==> config.mk <==
export PLATFORM = sky130hd
export DESIGN_NAME = data_mem_arbiter
export DESIGN_NICKNAME = d
export VERILOG_FILES = /design/src/rtl/data_mem_arbiter.sv
export SDC_FILE = /design/constraint.sdc
export NUM_CORES = 1
export LEC_CHECK = 0
export ABC_AREA = 1
export BUFFER_PORTS_ARGS = -buffer_cell sky130_fd_sc_hd__buf_2
export CAP_MARGIN = 10
export CORE_AREA = 2 2 143 145
export CTS_BUF_LIST = sky130_fd_sc_hd__clkbuf_8
export CTS_CLUSTER_DIAMETER = 150
export CTS_CLUSTER_SIZE = 12
export DETAILED_ROUTE_END_ITERATION = 16
export DIE_AREA = 0 0 145 147
export GPL_TIMING_DRIVEN = 1
export PLACE_DENSITY = 0.48
export SLEW_MARGIN = 20
export SYNTH_ARGS = -nofsm -noshare
export SYNTH_HDL_FRONTEND = slang
export SYNTH_SLANG_ARGS = --single-unit
==> constraint.sdc <==
create_clock -name clk_i -period 2 [get_ports clk_i]
set_input_delay 0.4 -clock clk_i [delete_from_list [all_inputs] [get_ports clk_i]]
set_output_delay 0.4 -clock clk_i [all_outputs]
set_load 0.1 [all_outputs]
==> src/rtl/data_mem_arbiter.sv <==
// data_mem_arbiter
//   Shares one data-memory port between the core load/store path and a DMA/debug loader.
//   Only one requester is granted per cycle. Read data is registered back to the winner
//   one cycle after its grant. The FSM state records which requester was granted last cycle.
//   Grants are round-robin, except that a locked DMA burst may keep the port for up to
//   MAX_BURST consecutive cycles while the core is waiting.
//
// Optional feature macro: DATA_MEM_ARB_PERF_EN
//   When it is defined, saturating stall and DMA-grant counters drive perf_stall_o and
//   perf_dma_o. When it is undefined, both outputs are constant zero and no counter flops
//   are built.
//
// Ports
//   clk_i, rst_ni           clock (rising edge), asynchronous active-low reset
//   core_req_i/we_i/addr_i/wdata_i   core access request
//   core_gnt_o              the core access is performed this cycle
//   core_stall_o            core_req_i & ~core_gnt_o, combinational
//   core_rvalid_o/rdata_o   registered read return for the core
//   dma_req_i/lock_i/we_i/addr_i/wdata_i  DMA access request; lock asks to keep ownership
//   dma_gnt_o               the DMA access is performed this cycle
//   dma_rvalid_o/rdata_o    registered read return for the DMA
//   mem_we_o/addr_o/wd_o    drive to the data memory; all zero when no requester is granted
//   mem_rd_i                combinational read data from the data memory
//   perf_stall_o/perf_dma_o performance counters
module data_mem_arbiter #(
  parameter int unsigned AW        = 32,
  parameter int unsigned DW        = 32,
  parameter int unsigned MAX_BURST = 4
) (
  input  logic          clk_i,
  input  logic          rst_ni,
  // core side
  input  logic          core_req_i,
  input  logic          core_we_i,
  input  logic [AW-1:0] core_addr_i,
  input  logic [DW-1:0] core_wdata_i,
  output logic          core_gnt_o,
  output logic          core_stall_o,
  output logic          core_rvalid_o,
  output logic [DW-1:0] core_rdata_o,
  // DMA / debug loader side
  input  logic          dma_req_i,
  input  logic          dma_lock_i,
  input  logic          dma_we_i,
  input  logic [AW-1:0] dma_addr_i,
  input  logic [DW-1:0] dma_wdata_i,
  output logic          dma_gnt_o,
  output logic          dma_rvalid_o,
  output logic [DW-1:0] dma_rdata_o,
  // data memory
  output logic          mem_we_o,
  output logic [AW-1:0] mem_addr_o,
  output logic [DW-1:0] mem_wd_o,
  input  logic [DW-1:0] mem_rd_i,
  // performance counters
  output logic [31:0]   perf_stall_o,
  output logic [31:0]   perf_dma_o
);

  localparam int unsigned BurstW = $clog2(MAX_BURST + 1);
  typedef logic [BurstW-1:0] burst_t;
  localparam burst_t BurstMax = burst_t'(MAX_BURST);

  typedef enum logic [1:0] {StIdle, StCore, StDma} state_e;

  state_e state_q, state_d;
  burst_t burst_q, burst_d;
  logic   core_sel, dma_sel;
  logic   lock_hold;

  logic          core_rvalid_q, dma_rvalid_q;
  logic [DW-1:0] core_rdata_q, dma_rdata_q;

  // A locked DMA burst may keep the port while the core waits, but only until the core has
  // been denied MAX_BURST times in a row.
  assign lock_hold = core_req_i & dma_req_i & dma_lock_i & (burst_q < BurstMax);

  // State register
  always_ff @(posedge clk_i or negedge rst_ni) begin
    if (!rst_ni) begin
      state_q <= StIdle;
    end else begin
      state_q <= state_d;
    end
  end

  // Next state: the requester that won this cycle, or idle when neither won
  always_comb begin
    state_d = StIdle;
    if (dma_gnt_o) begin
      state_d = StDma;
    end else if (core_gnt_o) begin
      state_d = StCore;
    end
  end

  // Outputs: arbitration, stall and memory mux
  always_comb begin
    core_sel = 1'b0;
    dma_sel  = 1'b0;
    case (state_q)
      StIdle: begin
        if (core_req_i) begin
          core_sel = 1'b1;
        end else if (dma_req_i) begin
          dma_sel = 1'b1;
        end
      end
      StCore: begin
        if (dma_req_i) begin
          dma_sel = 1'b1;
        end else if (core_req_i) begin
          core_sel = 1'b1;
        end
      end
      StDma: begin
        if (lock_hold) begin
          dma_sel = 1'b1;
        end else if (core_req_i) begin
          core_sel = 1'b1;
        end else if (dma_req_i) begin
          dma_sel = 1'b1;
        end
      end
      default: ;
    endcase

    // No grant while reset is asserted, so nothing reaches the memory.
    core_gnt_o   = rst_ni & core_sel;
    dma_gnt_o    = rst_ni & dma_sel;
    core_stall_o = core_req_i & ~core_gnt_o;

    mem_we_o   = 1'b0;
    mem_addr_o = '0;
    mem_wd_o   = '0;
    if (core_gnt_o) begin
      mem_we_o   = core_we_i;
      mem_addr_o = core_addr_i;
      mem_wd_o   = core_wdata_i;
    end else if (dma_gnt_o) begin
      mem_we_o   = dma_we_i;
      mem_addr_o = dma_addr_i;
      mem_wd_o   = dma_wdata_i;
    end
  end

  // The burst count only advances while the core is actually waiting. A core grant or an
  // idle cycle starts a fresh window.
  always_comb begin
    burst_d = burst_q;
    if (core_gnt_o || !dma_gnt_o) begin
      burst_d = '0;
    end else if (core_req_i && (burst_q != BurstMax)) begin
      burst_d = burst_q + burst_t'(1);
    end
  end

  always_ff @(posedge clk_i or negedge rst_ni) begin
    if (!rst_ni) begin
      burst_q <= '0;
    end else begin
      burst_q <= burst_d;
    end
  end

  // Read return. Each rdata holds its value until the next read by the same requester.
  always_ff @(posedge clk_i or negedge rst_ni) begin
    if (!rst_ni) begin
      core_rvalid_q <= 1'b0;
      dma_rvalid_q  <= 1'b0;
      core_rdata_q  <= '0;
      dma_rdata_q   <= '0;
    end else begin
      core_rvalid_q <= core_gnt_o & ~core_we_i;
      dma_rvalid_q  <= dma_gnt_o & ~dma_we_i;
      if (core_gnt_o && !core_we_i) begin
        core_rdata_q <= mem_rd_i;
      end
      if (dma_gnt_o && !dma_we_i) begin
        dma_rdata_q <= mem_rd_i;
      end
    end
  end

  assign core_rvalid_o = core_rvalid_q;
  assign dma_rvalid_o  = dma_rvalid_q;
  assign core_rdata_o  = core_rdata_q;
  assign dma_rdata_o   = dma_rdata_q;

`ifdef DATA_MEM_ARB_PERF_EN
  logic [31:0] perf_stall_q, perf_stall_d;
  logic [31:0] perf_dma_q, perf_dma_d;

  // Both counters saturate at all-ones.
  always_comb begin
    perf_stall_d = perf_stall_q;
    perf_dma_d   = perf_dma_q;
    if (core_stall_o && (perf_stall_q != 32'hFFFF_FFFF)) begin
      perf_stall_d = perf_stall_q + 32'd1;
    end
    if (dma_gnt_o && (perf_dma_q != 32'hFFFF_FFFF)) begin
      perf_dma_d = perf_dma_q + 32'd1;
    end
  end

  always_ff @(posedge clk_i or negedge rst_ni) begin
    if (!rst_ni) begin
      perf_stall_q <= '0;
      perf_dma_q   <= '0;
    end else begin
      perf_stall_q <= perf_stall_d;
      perf_dma_q   <= perf_dma_d;
    end
  end

  assign perf_stall_o = perf_stall_q;
  assign perf_dma_o   = perf_dma_q;
`else
  assign perf_stall_o = '0;
  assign perf_dma_o   = '0;
`endif

endmodule

==> summary.md <==
| Metric | Value |
|---|---|
| Vias per inst | 4.12 |
| Initial antenna violation count | 1 |
| Sw Share | 60.3% |
| Final wirelength | 18900 um |
| Width of the die | 145 um |
| Antenna fix cells | 0 |
| Clock Skews | 0.00989 ns |
| Post-DP HPWL | 14200 um |
| Cells along the critical path | nor2_4, buf_6, nand3_4, nand3_4, nand2_8, buf_12, o21ai_4, buf_12 |
| Sequential fraction of design power | 21.4% |
| Worst slack at placement | -0.168 ns |
| First-pass GRT wire length | 28200 um |
| Critical Path RT | 1.60 ns |
| Die Y | 147 um |
| Syn Std Cell Area | 4530 um^2 |
| Yosys cell types | 23 |
| Period utilisation layout | 118% |
| Final Wtd Congestion | 0.833 |
| LEAKAGE | 4.45 nW |
| Routed Antenna Nets | 0 |
| Total clock sinks | 71 |
| Clock share of power | 13.1% |
| Die area | 21300 um^2 |
| Tmin final | 2.36 ns |
| Clk Latency, worst-skew pair | 0.34 ns |
| Sequential element share of the synthesized area | 39.2% |
| Syn Area/Cell | 7.38 um^2 |
| CP peak stage delay | 0.46 ns |
| H-tree levels | 3 |
| Top Ports | 365 |
| Layout cell share with drive strength beyond 1 | 48.0% |
| Post-layout instance area | 8450 um^2 |
| CTS clk-pin slew, worst paths | 0.08 ns |
| CP endpoint kind | primary output |
| Area of the core | 19800 um^2 |
| Largest net degree at the start of global routing | 138 |
| Synth Warn # | 0 |
| Peak supply drop | 0.000887 V |
| Via total after detailed routing | 4936 |
| Synthesis-to-layout area growth | 86.6% |
| Commonest cells after routing, fill and taps aside | buf_2 (231), nand2_1 (197), buf_12 (77) |
| FF+latch count, synth | 71 |
| # Max-Cap Violations | 0 |
| Post-Layout Cell Count | 1199 |
| Unrepaired setup endpoints after global routing | true |
| Port Buffers | 300 |
| Mapped Cells | 613 |
| Least-Margin Pin Slew | 0.681 ns |
| CP Buf/Inv Count | 3 |
| Deepest clock path buffer count | 2 |
| Post-CTS Hold Fix Bufs | 0 |
| Residual DRC | 0 |
| Crit-path max FO | 17 |
| Comb pwr share | 65.5% |
| Final #Nets | 1094 |
| Worst setup path class | reg2out |
| Count of final setup violators | 68 |
| Cell Int Power | 0.00354 W |
| Grt ovf | 0 |
| Drt wl/cell | 15.7 um |
| Slew HR | 54.6% |
| DRT Pass-1 Iters | 4 |
| Failing checks | negative setup slack |
| Status | complete, but fails checks |
| Rows | 52 |
| Fin worst setup slack | -0.365 ns |
| Net Sw Power | 0.00538 W |
| GRT Util Overall | 16.8% |
| Placed insts | 1170 |
| Setup tns final | -21.74 ns |
| Placed cell area | 7930 um^2 |
| Final Slew Violations | 0 |
| Hold Vio Cnt, Final | 0 |
| Initial DRC Count | 133 |
| WP data arrival | 1.96 ns |
| Commonest non-fill, non-tap cell in the layout | buf_2 |
| Startpoint types | flip-flop |
| Power density cells | 1060 nW/um^2 |
| Starting Density | 22.8% |
| CTS tree | done |
| CTS Root Cell | clkbuf_8 |
| Peak Freq | 423 MHz |
| Worst Hold Class | in2async |
| CTS buffer count | 9 |
| Number of global-route vias before repair | 4909 |
| Slowest-stage cell, CP | dfrtp_2 |
| Delay-heaviest family, CP | buffers and inverters |
## synthesized netlist by cell type (all sizes together)
cell type | n | area [um^2]
nand4 | 66 | 413
ha | 2 | 25.0
clkbuf | 20 | 75.1
nand2 | 208 | 788
inv | 77 | 289
buf | 84 | 613
xor2 | 1 | 8.76
nand3 | 6 | 40.0
a21oi | 4 | 20.0
clkinv | 1 | 3.75
dfrtp | 71 | 1780
nor2 | 7 | 36.3
o21ai | 65 | 434
conb | 1 | 3.75
## cell families after synthesis
logic type	count (synthesis)	share of synthesized area, %
buffers and inverters	182	21.7
flip-flops	71	39.2
AND/OR/NAND/NOR	287	28.2
other	1	0.0828
adder cells (fa/ha/maj)	2	0.553
AO/OA/AOI/OAI	69	10.0
XOR/XNOR	1	0.194
## metal layers
| layer | global-route usage, % | share of wire, % | up-vias |
|---|---|---|---|
| met5 | 0 | 0 | - |
| met3 | 3.88 | 6.3 | 9 |
| met4 | 2.72 | 0.58 | 0 |
| li1 | - | - | 2443 |
| met1 | 21.0 | 42 | 2296 |
| met2 | 29.9 | 52 | 188 |
## worst paths after layout
check / slack, ns / to / startpoint / depth (start not counted)
hold / removal: 0.26 / dma_rdata_o[10]$_DFFE_PN0P_ / rst_ni / 2
hold reg to reg: 0.47 / dma_rdata_o[27]$_DFFE_PN0P_ / dma_rdata_o[27]$_DFFE_PN0P_ / 2
min in group clk_i: 0.32 / core_rdata_o[10]$_DFFE_PN0P_ / mem_rd_i[10] / 3
setup / recovery: -0.36 / mem_addr_o[12] / state_q[0]$_DFF_PN0_ / 8
max in group asynchronous: 1.15 / state_q[0]$_DFF_PN0_ / rst_ni / 2
setup reg to reg: 0.26 / dma_rdata_o[25]$_DFFE_PN0P_ / state_q[1]$_DFF_PN0_ / 9
## state kept, by name, indices dropped and copies added (netlist names)
name	flops
dma_rdata_o	32
core_rvalid_o	1
dma_rvalid_o	1
state_q	2
burst_q	3
core_rdata_o	32
## per-stage QoR
stage          util [%]  power, W  hold slack, ns
5_1_grt            42.6   0.00927           0.301
2_1_floorplan         -   0.00643           0.104
4_1_cts            41.9   0.00898           0.297
3_5_place_dp       39.9   0.00770           0.453
3_3_place_gp       39.9   0.00768           0.449
6_report           42.6   0.00892           0.262
## repair_timing
item	4_1_cts	5_1_grt
setup endpoints to repair	68	78
gates cloned	3	4
gates resized for setup	18	18
pin swaps	9	8
setup buffers	5	2
## area by class of cell
type,count,area (um^2)
sequential,71,1780
clock inverter,5,57.6
timing repair inverter,1,11.3
fill,2038,11400
multi-input combinational,424,2730
inverter,78,315
timing repair buffer,340,3080
tap,270,338
clock buffer,10,138
## worst reg2reg max path, cell delays in order, from the launching register on
cell and delay (ns):
dfrtp_1 0.40, buf_4 0.16, nor2_2 0.11, a21oi_2 0.04, nand2_2 0.10, buf_6 0.27
nand3_1 0.16, buf_4 0.26, nand2_1 0.08, nand2_1 0.05
## power by group through the flow
stage | clock network [W] | logic (W) | registers, W
after floorplan | 0 | 0.00227 | 0.00417
after global placement | 0 | 0.00575 | 0.00193
after detailed placement | 0 | 0.00577 | 0.00192
after CTS | 0.00123 | 0.00585 | 0.00191
after global routing | 0.00128 | 0.00605 | 0.00195
final | 0.00117 | 0.00585 | 0.00191
Power figures use the tool's default switching activity.
